===== config.mk =====
export PLATFORM = sky130hd
export DESIGN_NAME = decryption_demux
export DESIGN_NICKNAME = d
export VERILOG_FILES = /design/src/rtl/decryption_demux.sv
export SDC_FILE = /design/constraint.sdc
export NUM_CORES = 1
export LEC_CHECK = 0
export BUFFER_PORTS_ARGS = -buffer_cell sky130_fd_sc_hd__clkbuf_2
export CELL_PAD_IN_SITES_DETAIL_PLACEMENT = 1
export CELL_PAD_IN_SITES_GLOBAL_PLACEMENT = 1
export CORE_ASPECT_RATIO = 1.5
export CORE_MARGIN = 2
export CORE_UTILIZATION = 45
export CTS_BUF_LIST = sky130_fd_sc_hd__clkbuf_4 sky130_fd_sc_hd__clkbuf_8
export CTS_CLUSTER_SIZE = 25
export DETAILED_ROUTE_END_ITERATION = 7
export GPL_TIMING_DRIVEN = 0
export PLACE_DENSITY_LB_ADDON = 0.05
export SLEW_MARGIN = 5
export SYNTH_ARGS = -nofsm -noshare
export SYNTH_HDL_FRONTEND = slang
export SYNTH_SLANG_ARGS = --single-unit

===== constraint.sdc =====
create_clock -name clk -period 2.7 [get_ports clk]
set_input_delay 0.27 -clock clk [delete_from_list [all_inputs] [get_ports clk]]
set_output_delay 0.27 -clock clk [all_outputs]
set_load 0.1 [all_outputs]

===== src/rtl/decryption_demux.sv =====
// Buffers encrypted bytes tagged with an engine select and routes each one,
// in arrival order, to its decryption engine once that engine is idle.
module decryption_demux #(
  parameter int D_WIDTH    = 8,
  parameter int FIFO_DEPTH = 4
) (
  input  logic               clk,
  input  logic               rst,
  input  logic [D_WIDTH-1:0] data_i,
  input  logic               valid_i,
  input  logic [1:0]         select_i,
  input  logic [2:0]         busy_i,
  output logic [D_WIDTH-1:0] data0_o,
  output logic [D_WIDTH-1:0] data1_o,
  output logic [D_WIDTH-1:0] data2_o,
  output logic               valid0_o,
  output logic               valid1_o,
  output logic               valid2_o,
  output logic               full_o,
  output logic               drop_o
);

  localparam int PTR_W = $clog2(FIFO_DEPTH);
  localparam int CNT_W = PTR_W + 1;

  logic [D_WIDTH-1:0] dataMem_q [FIFO_DEPTH];
  logic [1:0]         selMem_q  [FIFO_DEPTH];

  logic [PTR_W-1:0]   wrPtr_q, wrPtr_d, rdPtr_q, rdPtr_d;
  logic [CNT_W-1:0]   count_q, count_d;
  logic               full_q, full_d;
  logic [D_WIDTH-1:0] data0_q, data0_d, data1_q, data1_d, data2_q, data2_d;
  logic               valid0_q, valid0_d, valid1_q, valid1_d, valid2_q, valid2_d;
  logic               drop_q, drop_d;

  logic               push, pop, engineIdle;
  logic [1:0]         headSel;
  logic [D_WIDTH-1:0] headData;

  assign headSel  = selMem_q[rdPtr_q];
  assign headData = dataMem_q[rdPtr_q];

  // Push uses the registered full flag, so a pop on the same edge cannot free a slot early.
  assign push = valid_i && !full_q;

  always_comb begin
    engineIdle = 1'b0;
    case (headSel)
      2'd0:    engineIdle = !busy_i[0];
      2'd1:    engineIdle = !busy_i[1];
      2'd2:    engineIdle = !busy_i[2];
      default: engineIdle = 1'b1;
    endcase
  end

  assign pop = (count_q != '0) && engineIdle;

  always_comb begin
    wrPtr_d  = push ? wrPtr_q + PTR_W'(1) : wrPtr_q;
    rdPtr_d  = pop  ? rdPtr_q + PTR_W'(1) : rdPtr_q;
    count_d  = count_q + CNT_W'(push) - CNT_W'(pop);
    full_d   = (count_d == CNT_W'(FIFO_DEPTH));
    data0_d  = data0_q;
    data1_d  = data1_q;
    data2_d  = data2_q;
    valid0_d = 1'b0;
    valid1_d = 1'b0;
    valid2_d = 1'b0;
    drop_d   = 1'b0;
    if (pop) begin
      case (headSel)
        2'd0:    begin data0_d = headData; valid0_d = 1'b1; end
        2'd1:    begin data1_d = headData; valid1_d = 1'b1; end
        2'd2:    begin data2_d = headData; valid2_d = 1'b1; end
        default: drop_d = 1'b1;
      endcase
    end
  end

  // Storage carries no reset; the cleared count makes stale entries unreachable.
  always_ff @(posedge clk) begin
    if (push) begin
      dataMem_q[wrPtr_q] <= data_i;
      selMem_q[wrPtr_q]  <= select_i;
    end
  end

  always_ff @(posedge clk or posedge rst) begin
    if (rst) begin
      wrPtr_q  <= '0;
      rdPtr_q  <= '0;
      count_q  <= '0;
      full_q   <= 1'b0;
      data0_q  <= '0;
      data1_q  <= '0;
      data2_q  <= '0;
      valid0_q <= 1'b0;
      valid1_q <= 1'b0;
      valid2_q <= 1'b0;
      drop_q   <= 1'b0;
    end else begin
      wrPtr_q  <= wrPtr_d;
      rdPtr_q  <= rdPtr_d;
      count_q  <= count_d;
      full_q   <= full_d;
      data0_q  <= data0_d;
      data1_q  <= data1_d;
      data2_q  <= data2_d;
      valid0_q <= valid0_d;
      valid1_q <= valid1_d;
      valid2_q <= valid2_d;
      drop_q   <= drop_d;
    end
  end

  assign data0_o  = data0_q;
  assign data1_o  = data1_q;
  assign data2_o  = data2_q;
  assign valid0_o = valid0_q;
  assign valid1_o = valid1_q;
  assign valid2_o = valid2_q;
  assign full_o   = full_q;
  assign drop_o   = drop_q;

endmodule


==> metrics.txt, run 1 <==
mean area per synthesized cell=19.1 sq um; critical path data arrival time=~3.2 ns; DIE AREA=0.00721 sq mm; sequential area share after synthesis=between 70% and 80%; Synth Cell Area=around 0.0029 sq mm; Post-Syn Nets=roughly 180; layout net count=between 200 and 250; overall die width=70 microns; initial DRC count=56; commonest cells after routing, fill and taps aside=clkbuf_2 (44), edfxtp_1 (40), dfrtp_1 (35), mux2_2 (24), mux4_2 (10); Fmax achieved=~0.34 GHz; total core area=between 0.006 and 0.007 sq mm; RePlAce Congestion=around 0.67; Detailed Route WL=5.66 mm; max_slew headroom=between 40% and 50%; vias in the first global route=roughly 1,700; placed insts=~270; Data required, critical path=slightly below 3 ns; 1st-pass router iterations=4; via count=roughly 1,500; diode count=0; Clock transition at path regs=about 0.08 ns; vias per std cell=5.19; crit path max fanout=5; DIE HEIGHT=around 100 microns; worst slew pin tran=roughly 0.8 ns; flops & latches, synth=76; io pins=between 40 and 50; final worst slack=-0.235 ns; filler cell count=~600; largest net degree at the start of global routing=37; failing checks=setup timing; synth unique cells=24; drt wl/cell=between 15 and 20 microns; initial antenna violation count=0; commonest non-fill, non-tap cell in the layout=clkbuf_2; Final setup violation count=2; RSZ-0062 raised after global routing=true; DRT antenna net count=0; DRC errors left=0; DP Wirelength=slightly above 4 mm; GR Overflow Total=0; Startpoint Class=flip-flop; clk_skew=between 0.01 and 0.015 ns; Ys Warns=0; max-cap violations=0; input/output buffers=44; max-slew violation count=0; Finished Layout Cells=slightly below 300; number of core rows=36; outcome=finished, violations left; fin crit period=approximately 2.9 ns; first-pass GRT wire length=8.95 mm; Final Hold Vio Count=0; clk root buf=clkbuf_8; crit path kind=reg2reg; fin crit share=109%; Area growth syn-to-layout=19.8%; Syn Inst Count=~150; gr usage total=between 10% and 20%; later-pin clock latency in the skew report=approximately 0.35 ns; clk sinks=between 70 and 80; CP Capture Type=flip-flop; Initial Util=between 40% and 50%; layout cell share with drive strength beyond 1=between 50% and 60%; worst hold path class=in2async; CTS max path bufs=2; H-tree depth=3; CTS tree=yes; CTS Buf Count=9
## synth_stat cells
| library cell | count | area [sq um] |
|---|---|---|
| dfrtp_1 | 36 | 901 |
| xnor2_1 | 4 | 35.0 |
| and3_1 | 1 | 6.26 |
| buf_1 | 1 | 3.75 |
| nor3_4 | 2 | 32.5 |
| mux2_2 | 24 | 270 |
| clkbuf_1 | 1 | 3.75 |
| fa_1 | 1 | 20.0 |
| o211ai_1 | 2 | 15.0 |
| nor2b_1 | 1 | 6.26 |
| xor2_1 | 1 | 8.76 |
| nand2b_4 | 1 | 13.8 |
| or3_1 | 1 | 6.26 |
| nor3b_1 | 2 | 15.0 |
| and2_1 | 5 | 31.3 |
| mux2i_1 | 1 | 10.0 |
| inv_1 | 8 | 30.0 |
| buf_2 | 2 | 10.0 |
| edfxtp_1 | 40 | 1200 |
| nand3b_1 | 1 | 7.51 |
| mux4_2 | 10 | 225 |
| ha_1 | 6 | 75.1 |
| o21ai_0 | 1 | 5.00 |
| nand2_1 | 2 | 7.51 |
## sequential cells by signal, summed over array words and instances, names as in the netlist
| register | count |
|---|---|
| selMem_q | 8 |
| count_q | 3 |
| drop_o | 1 |
| valid0_o | 1 |
| wrPtr_q | 2 |
| data0_o | 8 |
| data1_o | 8 |
| dataMem_q | 32 |
| rdPtr_q | 2 |
| valid2_o | 1 |
| data2_o | 8 |
| valid1_o | 1 |
| full_o | 1 |
## through the flow
step	hold slack, ns	TNS (ns)	util (%)	setup WS [ns]	cell area, sq um
2_1_floorplan	0.368	-0.0992	-	-0.0992	2950
3_3_place_gp	0.470	-0.496	51.0	-0.339	3260
3_5_place_dp	0.496	-0.841	51.0	-0.496	3260
4_1_cts	0.125	-0.541	54.5	-0.375	3490
5_1_grt	0.0977	-0.569	55.1	-0.393	3520
6_report	0.0401	-0.273	55.1	-0.235	3520
## path summary, 6_finish.rpt
kind | to | depth (start not counted) | startpoint | slack, ns
setup reg to reg | full_o | 11 | rdPtr_q[0] | -0.24
hold / removal | valid0_o | 2 | rst | 0.04
hold reg to reg | data0_o[3] | 1 | data0_o[3] | 0.51
min in group clk | dataMem_q[0][3] | 1 | data_i[3] | 0.14
setup / recovery | full_o | 11 | rdPtr_q[0] | -0.24
max in group asynchronous | rdPtr_q[0] | 2 | rst | 2.10
## per-layer routing
layer / vias up / GRT usage [%] / wire [microns]
li1: 686 / - / -
met1: 800 / 18.5 / 2060
met2: 34 / 32.2 / 3340
met3: 7 / 4.01 / 182
met4: 0 / 7.99 / 75
met5: - / 0 / 0
## cell families after synthesis
| group | Yosys count | synth area share, % |
|---|---|---|
| flops | 76 | 71.5 |
| mux | 35 | 17.2 |
| simple gates | 16 | 4.30 |
| buf+inv | 12 | 1.62 |
| fa+ha+maj | 7 | 3.23 |
| xor+xnor | 5 | 1.49 |
| compound gates | 3 | 0.681 |
## layout make-up
class / count / area [sq um] / share of cell area, %
clock buffers: 9 / 124 / 3.52
clock inverters: 7 / 73.8 / 2.10
repair buffers: 48 / 250 / 7.10
flip-flops and latches: 76 / 2100 / 59.7
multi-input cells: 66 / 822 / 23.3
inverters: 8 / 30.0 / 0.853
plain buffers: 4 / 23.8 / 0.675
well taps: 76 / 95.1 / 2.70
## worst max-delay path, cell delays in order (launching register included)
cell,delay (ns)
dfrtp_2,0.40
mux4_2,0.58
mux2i_2,0.19
o211ai_1,0.22
inv_1,0.07
ha_1,0.29
inv_2,0.05
ha_4,0.15
fa_2,0.35
xor2_2,0.16
xnor2_1,0.19
nor3b_2,0.21
## repair_timing
| item | in CTS | in global routing |
|---|---|---|
| pin swaps | 4 | 4 |
| gates cloned | 0 | 0 |
| buffers inserted | 2 | 2 |
| hold buffers | 0 | 0 |
| hold endpoints to repair | 0 | 0 |
| endpoints found under the setup margin | 3 | 3 |
| resized for setup | 3 | 5 |
Power of run 1 is left out: the tool's default activity adds up to more than one toggle a clock period on the data nets, which glitch-free logic cannot reach.
==> inputs of run 2 (changes only) <==
- CELL_PAD_IN_SITES_DETAIL_PLACEMENT: 1 -> 0
==> metrics.txt, run 2 (synthesis results as in run 1) <==
failing checks=setup timing; max-slew violation count=0; Detailed Route WL=a little over 5 mm; Setup TNS=-0.169 ns; critical path data arrival time=3.13 ns; Crit path max-delay family=adder cells; Startpoint Class=flip-flop; largest incremental delay on the critical path=~0.56 ns; FF-to-FF Start=rdPtr_q[0]; CP max-delay cell=mux4_2; final worst slack=-0.169 ns; cell depth of the worst setup path=11; Data required, critical path=2.96 ns; DP Wirelength=around 3.5 mm; Buf/Inv on CP=2; worst setup path endpoint=full_o; crit path kind=reg2reg; Worst R2R Path Depth=11; max reg flops=32; DIE HEIGHT=between 100 and 150 microns; Area growth syn-to-layout=19.1%; layout net count=236; crit path max fanout=3; pre-CTS setup slack=-0.403 ns; DIE AREA=0.00721 sq mm; diode count=0; number of core rows=36; vias per std cell=approximately 5; io pins=45; DRT antenna net count=0; # hold bufs at CTS=0; CP Capture Type=flip-flop; clk_skew=a little over 0.01 ns; clk root buf=clkbuf_8; first-pass GRT wire length=approximately 8.3 mm; Clock transition at path regs=approximately 0.08 ns; gr usage total=~16%; overall die width=70 microns; met3 usage=2.93%; layout cell share with drive strength beyond 1=roughly half; vias in the first global route=between 1,500 and 2,000; RePlAce Congestion=0.668; H-tree depth=3; initial antenna violation count=0; CTS Buf Count=9; Final setup violation count=1; busiest grt layer=met2; RSZ-0062 raised after global routing=true; Final Hold Vio Count=0; commonest cells after routing, fill and taps aside=clkbuf_2 (44), edfxtp_1 (40), dfrtp_1 (35), mux2_2 (24), mux4_2 (10); input/output buffers=44; worst hold path class=in2async; commonest non-fill, non-tap cell in the layout=clkbuf_2; max_slew headroom=roughly 45%; Fmax achieved=between 0.3 and 0.4 GHz; clk sinks=76; 1st-pass router iterations=3; GRT met2 Usage=about 28%; via count=about 1,500; CP dominant cell by count=inv_1; Worst Setup SP=rdPtr_q[0]; later-pin clock latency in the skew report=~0.35 ns; CTS max path bufs=2; initial DRC count=35; fin crit share=106%; largest net degree at the start of global routing=37; Biggest register=dataMem_q; drt wl/cell=around 17 microns; DRC errors left=0; CP Cell Sequence=mux4_2 -> mux2i_1 -> o211ai_1 -> inv_1 -> ha_1 -> inv_1 -> ha_2 -> fa_2 -> xor2_1 -> xnor2_1 -> nor3b_2; total core area=~0.0064 sq mm; Initial Util=about 46%; CTS tree=yes; worst slew pin tran=0.829 ns; reg-to-reg critical path endpoint=full_o; max-cap violations=0; met1 Track Usage GR=between 15 and 20%; GR Overflow Total=0; FF-to-FF setup slack=-0.17 ns; fin crit period=between 2 and 3 ns; outcome=finished, violations left
## run 2: layout make-up
type | count | area (sq um)
Tap cell | 76 | 95.1
Sequential cell | 76 | 2100
Fill cell | 533 | 2890
Clock buffer | 9 | 124
Timing Repair Buffer | 48 | 250
Inverter | 8 | 30.0
Buffer | 4 | 23.8
Clock inverter | 7 | 75.1
Multi-Input combinational cell | 66 | 801
## run 2: layer usage
layer | part of all wire, % | vias up
li1 | - | 692
met1 | 37 | 755
met2 | 57 | 31
met3 | 3.2 | 10
met4 | 2.5 | 0
met5 | 0 | -
## run 2: metrics by stage
stage | util, % | instance area (sq um) | cells | hold slack [ns]
6_report | 54.8 | 3500 | 294 | 0.0396
3_3_place_gp | 51.0 | 3260 | 274 | 0.470
3_5_place_dp | 51.0 | 3260 | 274 | 0.472
4_1_cts | 54.6 | 3490 | 293 | 0.127
2_1_floorplan | - | 2950 | 154 | 0.368
5_1_grt | 54.8 | 3500 | 294 | 0.111
## run 2: worst min path at each step
stage / end / slack [ns] / cells past startpoint
2_1_floorplan: valid0_o / 0.37 / 1
3_3_place_gp: count_q[2] / 0.47 / 1
3_5_place_dp: count_q[2] / 0.47 / 1
4_1_cts: dataMem_q[2][7] / 0.13 / 1
5_1_grt: valid0_o / 0.11 / 2
6_report: valid2_o / 0.04 / 2
## run 2: timing repair
| item | in CTS | in global routing |
|---|---|---|
| pin swaps | 2 | 2 |
| setup endpoints to repair | 3 | 2 |
| cloned | 0 | 0 |
| buffers inserted | 3 | 1 |
| resized for setup | 2 | 2 |
## run 2: worst reg2reg max path, cell delays in order, from the launching register on
cell	delay, ns
dfrtp_2	0.40
mux4_2	0.56
mux2i_1	0.16
o211ai_1	0.23
inv_1	0.08
ha_1	0.27
inv_1	0.04
ha_2	0.17
fa_2	0.33
xor2_1	0.17
xnor2_1	0.17
nor3b_2	0.20
Power of run 2 is left out for the same reason.
==> inputs of run 3 (changes only) <==
- CORE_UTILIZATION: 45 -> 43
- CTS_BUF_LIST: sky130_fd_sc_hd__clkbuf_4 sky130_fd_sc_hd__clkbuf_8 -> unset
==> metrics.txt, run 3 (synthesis results as in run 1) <==
later-pin clock latency in the skew report=approximately 0.34 ns; crit path max fanout=3; failing checks=setup timing; CTS tree=yes; initial DRC count=51; filler cell count=between 500 and 600; vias per std cell=just over 5; Final Hold Vio Count=0; max-slew violation count=0; worst hold path class=in2async; DIE AREA=approximately 0.0075 sq mm; max_slew headroom=45.9%; Data required, critical path=a little under 3 ns; worst slew pin tran=~0.8 ns; Area growth syn-to-layout=21.4%; final worst slack=-0.236 ns; Detailed Route WL=slightly above 5 mm; CTS Buf Count=9; clk root buf=clkbuf_8; crit path kind=reg2reg; via count=~1,500; RePlAce Congestion=0.658; Initial Util=between 40% and 50%; Biggest register=dataMem_q; vias in the first global route=~1,600; first-pass GRT wire length=roughly 8.0 mm; total core area=0.00658 sq mm; 1st-pass router iterations=4; RSZ-0062 raised after global routing=true; input/output buffers=44; layout net count=around 240; commonest non-fill, non-tap cell in the layout=clkbuf_2; commonest cells after routing, fill and taps aside=clkbuf_2 (44), edfxtp_1 (40), dfrtp_1 (36), mux2_2 (24), clkbuf_8 (11); drt wl/cell=17.2 microns; Fmax achieved=about 0.34 GHz; number of core rows=36; io pins=45; clk_skew=approximately 0.0070 ns; GR Overflow Total=0; initial antenna violation count=0; gr usage total=between 10 and 15%; pre-CTS setup slack=-0.449 ns; layout cell share with drive strength beyond 1=49.8%; max reg flops=32; CTS max path bufs=2; critical path data arrival time=around 3.2 ns; DRT antenna net count=0; CP Capture Type=flip-flop; DP Wirelength=roughly 3.5 mm; Clock transition at path regs=around 0.07 ns; overall die width=71.5 microns; Startpoint Class=flip-flop; Final setup violation count=2; diode count=0; DRC errors left=0; H-tree depth=3; clk sinks=76; outcome=finished, violations left; DIE HEIGHT=105 microns; fin crit period=2.94 ns; fin crit share=109%; # hold bufs at CTS=0; max-cap violations=0; largest net degree at the start of global routing=37
run 3: cell types whose count changed in the layout (fill, tap and decap cells not counted), sizes merged:
cell	change
clkbuf	+5
clkinv	-2
inv	-2
buf	+1
clkinvlp	-1
run 3: timing repair:
action,4_1_cts,5_1_grt
cloned,0,0
endpoints found under the setup margin,3,2
pin swaps,2,2
buffers inserted,3,2
gates resized for setup,5,0
run 3: routing by layer:
metal,wire length (microns),up-vias,global-route usage (%),share of wire [%]
li1,-,697,-,-
met1,2000,755,16.1,39
met2,2780,36,25.8,55
met3,175,11,2.87,3.4
met4,119,0,8.09,2.3
met5,0,-,0,0
run 3: final cells by class:
class,instances,area [sq um],area share [%]
clock buffer,14,205,5.75
tap,76,95.1,2.66
clock inverter,2,35.0,0.982
timing repair buffer,49,258,7.22
buffer,4,20.0,0.561
inverter,8,30.0,0.842
multi-input combinational,66,823,23.1
sequential,76,2100,58.9
run 3: final timing paths:
kind	from	to	slack [ns]	cells after the start
worst max-delay path	rdPtr_q[0]	count_q[2]	-0.24	12
worst min register to register	data2_o[7]	data2_o[7]	0.51	1
worst min-delay path	rst	valid1_o	0.07	2
min in group clk	data_i[0]	dataMem_q[1][0]	0.15	1
max in group asynchronous	rst	data1_o[7]	2.11	2
worst max register to register	rdPtr_q[0]	count_q[2]	-0.24	12
run 3: critical path, stage by stage (launching register included):
cell and delay [ns]:
dfrtp_1 0.40, mux4_2 0.56, mux2i_1 0.16, o211ai_1 0.24
inv_1 0.11, ha_4 0.27, inv_2 0.04, ha_4 0.15
fa_2 0.33, xor2_1 0.17, xnor2_1 0.14, buf_4 0.14
buf_4 0.12
run 3: stage by stage:
stage | setup TNS [ns] | hold slack [ns] | utilization (%) | instance area [sq um] | cells
6_report | -0.422 | 0.0659 | 54.3 | 3570 | 295
5_1_grt | -0.702 | 0.128 | 54.3 | 3570 | 295
4_1_cts | -0.373 | 0.136 | 54.0 | 3550 | 293
3_5_place_dp | -0.806 | 0.481 | 49.6 | 3260 | 274
3_3_place_gp | -0.517 | 0.470 | 49.6 | 3260 | 274
2_1_floorplan | -0.0992 | 0.368 | - | 2950 | 154
Power of run 3 is left out for the same reason.
